===== src/rtl/fp_div_core.sv =====
// fp_div_core: iterative single-precision divider datapath.
// Restoring radix-2 mantissa division followed by an RNE rounding step.
module fp_div_core #(
  parameter int QBITS = 26,
  parameter int BIAS  = 127
) (
  input  logic        clk,
  input  logic        rst_n,
  input  logic        start,
  input  logic [31:0] in1,
  input  logic [31:0] in2,
  output logic        busy,
  output logic        done,
  output logic [31:0] temp_result
);

  typedef enum logic [1:0] {
    S_IDLE,
    S_DIV,
    S_ROUND
  } state_t;

  localparam logic signed [9:0] EMAX = 10'sd255;
  localparam logic signed [9:0] EMIN = 10'sd0;

  state_t r_state;
  state_t w_next;

  logic                    r_sign;
  logic signed [9:0]       r_exp;
  logic [23:0]             r_m2;
  logic [24:0]             r_rem;
  logic [QBITS-1:0]        r_q;
  logic [4:0]              r_cnt;
  logic                    r_done;
  logic [31:0]             r_result;

  logic signed [9:0]       w_exp_in;
  logic                    w_ge;
  logic [24:0]             w_diff;
  logic [24:0]             w_rem_nxt;
  logic [QBITS-1:0]        w_q_nxt;

  logic [23:0]             w_mant;
  logic                    w_guard;
  logic                    w_sticky;
  logic signed [9:0]       w_e;
  logic                    w_inc;
  logic [24:0]             w_sum;
  logic [23:0]             w_mant_f;
  logic signed [9:0]       w_e_f;
  logic [31:0]             w_result;

  assign busy        = (r_state != S_IDLE);
  assign done        = r_done;
  assign temp_result = r_result;

  assign w_exp_in = {2'b00, in1[30:23]}
                  - {2'b00, in2[30:23]}
                  + BIAS[9:0];

  // one restoring step: compare, conditionally subtract, shift
  always_comb begin
    w_ge      = (r_rem >= {1'b0, r_m2});
    w_diff    = w_ge ? (r_rem - {1'b0, r_m2}) : r_rem;
    w_rem_nxt = {w_diff[23:0], 1'b0};
    w_q_nxt   = {r_q[QBITS-2:0], w_ge};
  end

  // normalize, round to nearest even, then pack / clamp
  always_comb begin
    w_mant   = r_q[24:1];
    w_guard  = r_q[0];
    w_sticky = |r_rem;
    w_e      = r_exp - 10'sd1;
    if (r_q[25]) begin
      w_mant   = r_q[25:2];
      w_guard  = r_q[1];
      w_sticky = r_q[0] | (|r_rem);
      w_e      = r_exp;
    end
    w_inc    = w_guard & (w_sticky | w_mant[0]);
    w_sum    = {1'b0, w_mant} + {24'd0, w_inc};
    w_mant_f = w_sum[23:0];
    w_e_f    = w_e;
    if (w_sum[24]) begin
      w_mant_f = 24'h800000;
      w_e_f    = w_e + 10'sd1;
    end
    if (w_e_f >= EMAX)
      w_result = {r_sign, 8'hFF, 23'h0};
    else if (w_e_f <= EMIN)
      w_result = {r_sign, 31'h0};
    else
      w_result = {r_sign, w_e_f[7:0], w_mant_f[22:0]};
  end

  // next-state decode
  always_comb begin
    w_next = r_state;
    unique case (r_state)
      S_IDLE:  if (start) w_next = S_DIV;
      S_DIV:   if (r_cnt == 5'd0) w_next = S_ROUND;
      S_ROUND: w_next = S_IDLE;
      default: w_next = S_IDLE;
    endcase
  end

  // state register
  always_ff @(posedge clk) begin
    if (!rst_n) r_state <= S_IDLE;
    else        r_state <= w_next;
  end

  // operand capture, iteration and result registers
  always_ff @(posedge clk) begin
    if (!rst_n) begin
      r_sign   <= 1'b0;
      r_exp    <= '0;
      r_m2     <= '0;
      r_rem    <= '0;
      r_q      <= '0;
      r_cnt    <= '0;
      r_done   <= 1'b0;
      r_result <= '0;
    end else begin
      r_done <= 1'b0;
      unique case (r_state)
        S_IDLE: begin
          if (start) begin
            r_sign <= in1[31] ^ in2[31];
            r_exp  <= w_exp_in;
            r_m2   <= {1'b1, in2[22:0]};
            r_rem  <= {2'b01, in1[22:0]};
            r_q    <= '0;
            r_cnt  <= 5'(QBITS - 1);
          end
        end
        S_DIV: begin
          r_rem <= w_rem_nxt;
          r_q   <= w_q_nxt;
          r_cnt <= r_cnt - 5'd1;
        end
        S_ROUND: begin
          r_result <= w_result;
          r_done   <= 1'b1;
        end
        default: ;
      endcase
    end
  end

endmodule


===== config.mk =====
export PLATFORM = sky130hd
export DESIGN_NAME = fp_div_core
export DESIGN_NICKNAME = d
export VERILOG_FILES = /design/src/rtl/fp_div_core.sv
export SDC_FILE = /design/constraint.sdc
export NUM_CORES = 1
export LEC_CHECK = 0
export ABC_AREA = 1
export CORE_ASPECT_RATIO = 1.1
export CORE_MARGIN = 2
export CORE_UTILIZATION = 30
export DETAILED_ROUTE_END_ITERATION = 10
export GPL_TIMING_DRIVEN = 1
export MAX_ROUTING_LAYER = met4
export PLACE_DENSITY_LB_ADDON = 0.15
export SYNTH_ARGS = -nofsm -noshare
export SYNTH_HDL_FRONTEND = slang
export SYNTH_SLANG_ARGS = --single-unit

===== constraint.sdc =====
create_clock -name clk -period 3.1 [get_ports clk]
set_clock_uncertainty 0.2 [all_clocks]
set_input_delay 0.62 -clock clk [delete_from_list [all_inputs] [get_ports clk]]
set_output_delay 0.62 -clock clk [all_outputs]
set_load 0.01 [all_outputs]

After elaboration in Yosys (flattened, before gate mapping). Cells that the tools add are included.

Register bits: 126. Input port bits: 67. Output and inout port bits: 34. Logic and storage cells: 54.

Add/subtract/negate cells: 7. $lt $le $gt $ge: 3. Eq/ne operators: 4. Muxes and demuxes: 19. Bitwise logic cells: 4. Reduce and logical (&&, ||, !) cells: 8.

Operators with widths (count): $mux W31 (2); $pmux W26 S2 (1); $pmux W25 S2 (1); $mux W24 (2); $mux W26 (1); $add A24 B1 Y25 (1); $ge A25 B24 Y1 (1); $mux W25 (1); $reduce_or A25 Y1 (1); $sub A24 B24 Y24 (1); $mux W23 (1); $mux W10 (2); $add A10 B2 Y10 const B (1); $add A9 B8 Y10 const B (1); $ge A10 B9 Y1 const B (1); $le A10 B1 Y1 const B (1); $pmux W5 S2 (1); $sub A10 B2 Y10 const B (1); $sub A8 B8 Y9 (1); $reduce_and A2 Y1 (3); $logic_not A5 Y1 (1); $mux W5 (1); $sub A5 B1 Y5 const B (1); $mux W2 (2); other kinds (10) (15).

Logic depth before layout (Yosys ltp). Gate-level depths: netlist (run 1).

Depth in word-level cells: 10. Mapped depth: 24. Depth with buffers taken out: 20.

Least setup slack after synthesis (run 1). No wires, ideal clock.

Kind: register to register. Start point: register r_q[25]. End point: register r_result[24], in the netlist temp_result[24]. Library setup time: 0.056 ns. Data arrival time: 2.873 ns. Data required time: 2.844 ns. Slack: -0.029 ns. Cell stages (with the launch flop): 23. Buffers on the path: 5. Clock period less this slack: 3.129 ns. Path through: dfxtp_1 -> buf_6 -> buf_6 -> buf_6 -> buf_6 -> nand2_1 -> o21ai_1 -> nand2_1 -> inv_1 -> ha_1 -> nand3_2 -> nor2_4 -> nand4_2 -> nor2_2 -> nand3_1 -> nor2_1 -> nand2_1 -> xor2_1 -> buf_2 -> nand3b_1 -> nand3_1 -> nand2_1 -> inv_1.

Longest elaborated chain between the ends: 8. Elaborated cells between the ends (all ways): 13.

RTL lines: start, declared (RTL line 33) `logic [QBITS-1:0] r_q;`; start signal, assigned (RTL line 141) `r_q <= w_q_nxt;`; $mux W1 or $mux W24 (tied branches) (RTL line 76) `if (r_q[25]) begin`; $or A1 B1 Y1 (RTL line 82) `w_inc = w_guard & (w_sticky | w_mant[0]);`; $and A1 B1 Y1 (RTL line 82); $add A24 B1 Y25 (RTL line 83) `w_sum = {1'b0, w_mant} + {24'd0, w_inc};`; $mux W10 * (RTL line 86) `if (w_sum[24]) begin`; $le A10 B1 Y1 (RTL line 92) `else if (w_e_f <= EMIN)`; $mux W31 (RTL line 92); $mux W31 * (RTL line 90) `if (w_e_f >= EMAX)`; end signal, assigned (RTL line 145) `r_result <= w_result;`; end, declared (RTL line 36) `logic [31:0] r_result;`.

Mark *: on every way between the ends. The rest lies on a longest branch, timed or not. A chain may end at the register's enable or synchronous reset.

Final worst setup path (run 1).
Start point: register r_q[25]. End point: register r_result[0], in the netlist temp_result[0].

Longest elaborated chain between the ends: 8. Elaborated cells between the ends (all ways): 14.

RTL lines (RTL line): $mux W1 or $mux W24 (tied branches) (76); $or A1 B1 Y1 (82); $and A1 B1 Y1 (82); $add A24 B1 Y25 (83); $mux W10 (86); $le A10 B1 Y1 (92); $mux W31 (92); $mux W31 * (90).

Marked as above.

==> results.ini, run 1 <==
[grt]
gr-total-overflow = 0
grt_max_degree = 77
antenna_found_initial = 0
grt_usage_pct = 16.60
grt_pass1_vias = 7850
grt_pass1_wl_um = 38630

[setup_path]
slowest_delay_ns = 0.36
critPathMostFrequentCell = nor2_4
required_ns = 3.21
reg2reg_slack_ns = 0.22
cp_max_fo = 6
end_kind = flip-flop
worstSetupStartpointType = flip-flop
cp_slowest_cell = dfxtp_4
path_cells = buf_6 > o21ai_2 > nand2_2 > inv_2 > ha_4 > nand3_4 > nor2_4 > nand3_4 > buf_4 > nand2_1 > o21ai_1 > inv_1 > nand4_1 > nor2_4 > buf_4 > nor2_4 > nand4_1 > a21oi_1
path_class = reg2reg
cp.arrival_ns = 2.99

[job]
drv_cap = 0

[power]
power.net_switching_w = 0.002670
seqPwrFrac_pct = 28.7
p_leak_nw = 4.383
swShare_pct = 40.25
ir_worst_vdd_mv = 0.2637
power_density_nw_per_um2 = 616.9
p_int_w = 0.003963
p_clk_share_pct = 28.9
combPwrFrac_pct = 42.4

[cells_and_area]
syn_to_final_growth_pct = 27.79
final_nets = 1484
nFillCells = 3024
drive_above_1_share_pct = 10.43
num_antenna_cells = 0

[synth]
ys_top_cells_by_area = dfxtp_1 (30%), nand2_1 (12%), inv_1 (6.9%), a21oi_1 (6.9%), o21ai_0 (6.6%)
synthCells = 1259
synth_mux_area_share_pct = 0
async_flop_share_pct = 0
synth_top_area_cell = dfxtp_1
yosysWarnings = 0
synth_xor_area_share_pct = 5.175
synth_cell_type_count = 49
ys.flop_type = dfxtp_1
yosysMostFrequentCell = nand2_1
synth-edff-count = 0
synthSimpleGateAreaFrac_pct = 27.09
synth_fa_ha_area_share_pct = 6.126
synth-seq-cells = 126
synth_compound_area_share_pct = 20.77
yosys.area.top_type_share_pct = 29.98
ys_seq_area_share_pct = 29.98
synth_top_family_by_area = simple AND/OR/NAND/NOR gates
synth.cells.most_frequent = nand2_1 (258), inv_1 (155), dfxtp_1 (126), a21oi_1 (116), o21ai_0 (111)
syn_area_um2 = 8414
syn_avg_cell_area_um2 = 6.683
synth_nets = 1366

[place]
place_ws_ns = -0.1300
dpl.hpwl_um = 17080
io_buffers = 100
gp_congestion = 0.8461

[floorplan]
rows = 64
die_h_um = 179.7
coreArea_um2 = 27710
die_x_um = 163.7
ios = 101
initial_core_util_pct = 30.37
die-area_um2 = 29410

[timing]
slew_viol_final = 0
fin_setup_tns_ns = 0
period_share_pct = 92.84
finalHoldViolCount = 0
max_freq_ghz = 0.3474
relSlewSlack_pct = 54.47
period_needed_ns = 2.878
setup_violations = 0
tightest_slew_ns = 0.6830
layout_setup_ws_ns = 0.2218

[clock_tree]
clk_pin_slew_ns = 0.06
cts_max_path_buffers = 2
htree_levels = 4
clock_insertion_delay_worst_skew_ns = 0.44
clock_tree.root_cell = clkbuf_16
cts_buffers = 17
clkSinkCount = 126
holdBufCountCts = 0
cts_tree = yes

[route]
antenna_left = 0
vias = 8305
wire_per_inst_um = 13.46
drtPass1Iterations = 4
drt_iter0_drc = 489
drc_errors = 0
drt_wl_total_um = 23600
avgViaCountPerCell = 4.738

[status]
outcome = finished clean

[min_path]
hold_path.class = reg2reg

[critical path: cells and delay by family, from the launching register on]
kind	cells	cell delay [ns]
flops	1	0.36
fa+ha+maj	1	0.15
simple gates	9	1.09
buf+inv	5	0.66
compound gates	3	0.29
[logic make-up after synthesis]
family                     count (synthesis)
adders and majority gates                 40
xor gates and xnor gates                  48
buffers and inverters                    220
and+or+nand+nor                          514
AOI/OAI and AO/OA                        311
DFF                                      126
[routing by layer]
metal | GRT usage, % | up-vias | wire [um]
li1 | - | 4447 | -
met1 | 21.21 | 3678 | 11210
met2 | 25.97 | 138 | 11060
met3 | 3.253 | 42 | 678
met4 | 5.965 | 0 | 652
met5 | - | - | 0
[final cells by class]
type | instances | area (um^2) | area share [%]
clock buffer | 19 | 442.9 | 4.119
clock inverter | 13 | 117.6 | 1.094
inverter | 163 | 624.3 | 5.806
multi-input combinational | 916 | 5132 | 47.73
sequential | 126 | 2526 | 23.49
tap | 363 | 454.2 | 4.224
timing repair buffer | 153 | 1455 | 13.53
[cell usage in the layout, fill, tap and decap left out, drive strengths merged, types with 19 or more instances in the layout]
cell / n
a21oi: 117
buf: 54
clkbuf: 19
clkdlybuf4s50: 99
dfxtp: 126
ha: 38
inv: 161
nand2: 263
nand3: 54
nand4: 37
nor2: 121
nor3: 23
o21ai: 124
xor2: 30
[registers in the layout, indices dropped and copies added (netlist names)]
register / cells
r_state: 2
temp_result: 32
r_cnt: 5
r_exp: 10
r_m2: 24
r_q: 26
done: 1
r_rem: 25
r_sign: 1
[stage by stage]
stage               utilization (%)  instances  hold slack [ns]  cell area [um^2]  power (W)
floorplan                         -       1259           0.2332              8422   0.003928
finish                        38.81       1753           0.2628             10750   0.006633
CTS                           37.93       1742           0.2656             10510   0.006655
detailed placement            35.91       1710           0.2563              9950   0.004689
global placement              35.91       1710           0.2514              9950   0.004688
global route                  38.81       1753           0.2768             10750   0.007188
[repair_timing]
item / in CTS / in global routing
buffers inserted: 0 / 8
gates resized for setup: 0 / 42
setup endpoints to repair: 0 / 36
[power groups by stage]
stage	sequential [W]	combinational (W)	clock (W)
after floorplan	0.00191	0.00202	0
after global placement	0.00194	0.00275	0
after detailed placement	0.00194	0.00275	0
after CTS	0.00190	0.00277	0.00198
after global routing	0.00192	0.00321	0.00205
final	0.00190	0.00282	0.00192
[path summary, 6_finish.rpt]
check	startpoint	endpoint	cells after the start
worst max-delay path	r_q[25]$_SDFFE_PN0P_	temp_result[0]$_SDFFE_PN0P_	18
worst min-delay path	temp_result[0]$_SDFFE_PN0P_	temp_result[0]$_SDFFE_PN0P_	2
worst max register to register	r_q[25]$_SDFFE_PN0P_	temp_result[0]$_SDFFE_PN0P_	18
worst min register to register	temp_result[0]$_SDFFE_PN0P_	temp_result[0]$_SDFFE_PN0P_	2
Note: power is estimated with default switching activity, not from simulation.
==> run 2, diff against run 1 <==
RECOVER_POWER = 100   (was default)
SLEW_MARGIN = 25   (was default)
clock period = 3.3 ns   (was 3.1 ns; I/O delays follow)
==> results.ini, run 2 (same netlist as run 1, synthesis figures left out) <==
[setup_path]
end_kind = flip-flop
cp.arrival_ns = 3.18
required_ns = 3.43
path_cells = inv_2 > buf_4 > nand2_1 > nand2_1 > nand3_1 > nor2_1 > nand3_2 > inv_4 > nand2_1 > nand2_1 > nand3_1 > nor2_1 > nand3_1 > buf_4 > nand3_1 > nand3_1 > nand2_1 > inv_1
worstSetupStartpointType = flip-flop
cp.depth = 18
crit_buf_inv = 5
cp_slowest_cell = dfxtp_4
path_class = reg2reg
r2r_cells = 18
slowest_delay_ns = 0.39
cp_max_fo = 29
cp_top_family = simple AND/OR/NAND/NOR gates

[route]
drt_iter0_drc = 496
drt_wl_total_um = 23320
wire_per_inst_um = 13.55
vias = 8179
drc_errors = 0
drtPass1Iterations = 5
antenna_left = 0
avgViaCountPerCell = 4.752

[cells_and_area]
largest_reg_flops = 32
final_common_cell = nand2_1
final_nets = 1453
design_area_um2 = 10340
num_antenna_cells = 0
mostFrequentLayoutCells = nand2_1 (258), inv_1 (155), dfxtp_1 (125)
fin_cells = 1721
multi_input_area_um2 = 5012
seqCellArea_um2 = 2526
syn_to_final_growth_pct = 22.88
drive_above_1_share_pct = 6.554
nFillCells = 3050
final_core_util_pct = 37.32

[clock_tree]
clkSinkCount = 126
holdBufCountCts = 0
htree_levels = 4
postCtsSetupBuffers = 0
cts_buffers = 17
clk_pin_slew_ns = 0.06
cts_tree = yes
clock_insertion_delay_worst_skew_ns = 0.43
cts_max_path_buffers = 2
clock_tree.root_cell = clkbuf_16

[grt]
antenna_found_initial = 0
grtUsageMet1_pct = 21.33
grt_use_met2_pct = 27.46
gr-total-overflow = 0
grt_pass1_wl_um = 39180
grtUsageMet3_pct = 2.746
busiest_layer = met2
grt_usage_pct = 16.72
grt_pass1_vias = 7924
grt_max_degree = 77

[place]
place_ws_ns = -0.01221
gp_congestion = 0.8434
placed_area_um2 = 9767
dpl.hpwl_um = 17090
dp.cells = 1689
io_buffers = 100

[floorplan]
die_x_um = 163.7
die_h_um = 179.7
coreArea_um2 = 27710
initial_core_util_pct = 30.37
rows = 64
ios = 101
die-area_um2 = 29410

[timing]
period_share_pct = 92.51
period_needed_ns = 3.053
fin_setup_tns_ns = 0
tightest_slew_ns = 1.337
finalHoldViolCount = 0
layout_setup_ws_ns = 0.2471
setup_violations = 0
relSlewSlack_pct = 10.90
max_freq_ghz = 0.3276
slew_viol_final = 0

[job]
drv_cap = 0

[power]
power_density_nw_per_um2 = 594.8
p_leak_nw = 4.329
ir_worst_vdd_mv = 0.2213

[min_path]
hold_depth = 2
hold_path.class = reg2reg

[status]
outcome = finished clean

==> run 2: changes by cell type in the layout (fill, tap and decap cells not counted), moves of 6 or more <==
cell	change
dlygate4sd3_1	+36
clkdlybuf4s50_1	-36
clkbuf_1	+6
buf_4	-29
==> run 2: per-layer routing <==
| layer | share of wire [%] | wire length, um |
|---|---|---|
| met5 | 0 | 0 |
| met4 | 1.2 | 291 |
| met3 | 2.7 | 618 |
| met2 | 48 | 11080 |
| met1 | 49 | 11330 |
==> run 2: worst paths after layout <==
path	startpoint	to	slack (ns)
max reg2reg	r_q[25]$_SDFFE_PN0P_	temp_result[25]$_SDFFE_PN0P_	0.25
min	temp_result[18]$_SDFFE_PN0P_	temp_result[18]$_SDFFE_PN0P_	0.26
min reg2reg	temp_result[18]$_SDFFE_PN0P_	temp_result[18]$_SDFFE_PN0P_	0.26
max	r_q[25]$_SDFFE_PN0P_	temp_result[25]$_SDFFE_PN0P_	0.25
==> run 2: worst register-to-register path: stages, from the launching register on <==
cell and delay, ns:
dfxtp_4 0.39, inv_2 0.18, buf_4 0.20, nand2_1 0.06
nand2_1 0.17, nand3_1 0.21, nor2_1 0.20, nand3_2 0.21
inv_4 0.16, nand2_1 0.06, nand2_1 0.10, nand3_1 0.09
nor2_1 0.11, nand3_1 0.08, buf_4 0.23, nand3_1 0.12
nand3_1 0.07, nand2_1 0.07, inv_1 0.04
==> run 2: what timing repair did <==
item                                    CTS  global route
hold endpoints to repair                  0             0
endpoints found under the setup margin    0            31
resized for setup                         0             6
==> run 2: stage by stage <==
stage	total power, W	hold WS (ns)
after floorplan	0.003688	0.2332
after global placement	0.004350	0.2515
after detailed placement	0.004348	0.2544
after CTS	0.006210	0.2635
after global routing	0.006645	0.2719
final	0.006150	0.2584
==> run 2: power breakdown <==
group          total (W)  leakage, nW  internal, W  switching (W)
Clock            0.00183        0.274      0.00114       0.000689
Combinational    0.00253         3.02     0.000917        0.00161
Sequential       0.00179         1.03      0.00168       0.000116
Total            0.00615         4.33      0.00373        0.00242
==> run 2: area by class of cell <==
cell class	instances	area share, %
sequential	126	24.43
timing repair buffer	124	11.35
clock inverter	7	0.8470
inverter	163	5.941
tap	363	4.393
multi-input combinational	914	48.48
clock buffer	24	4.562
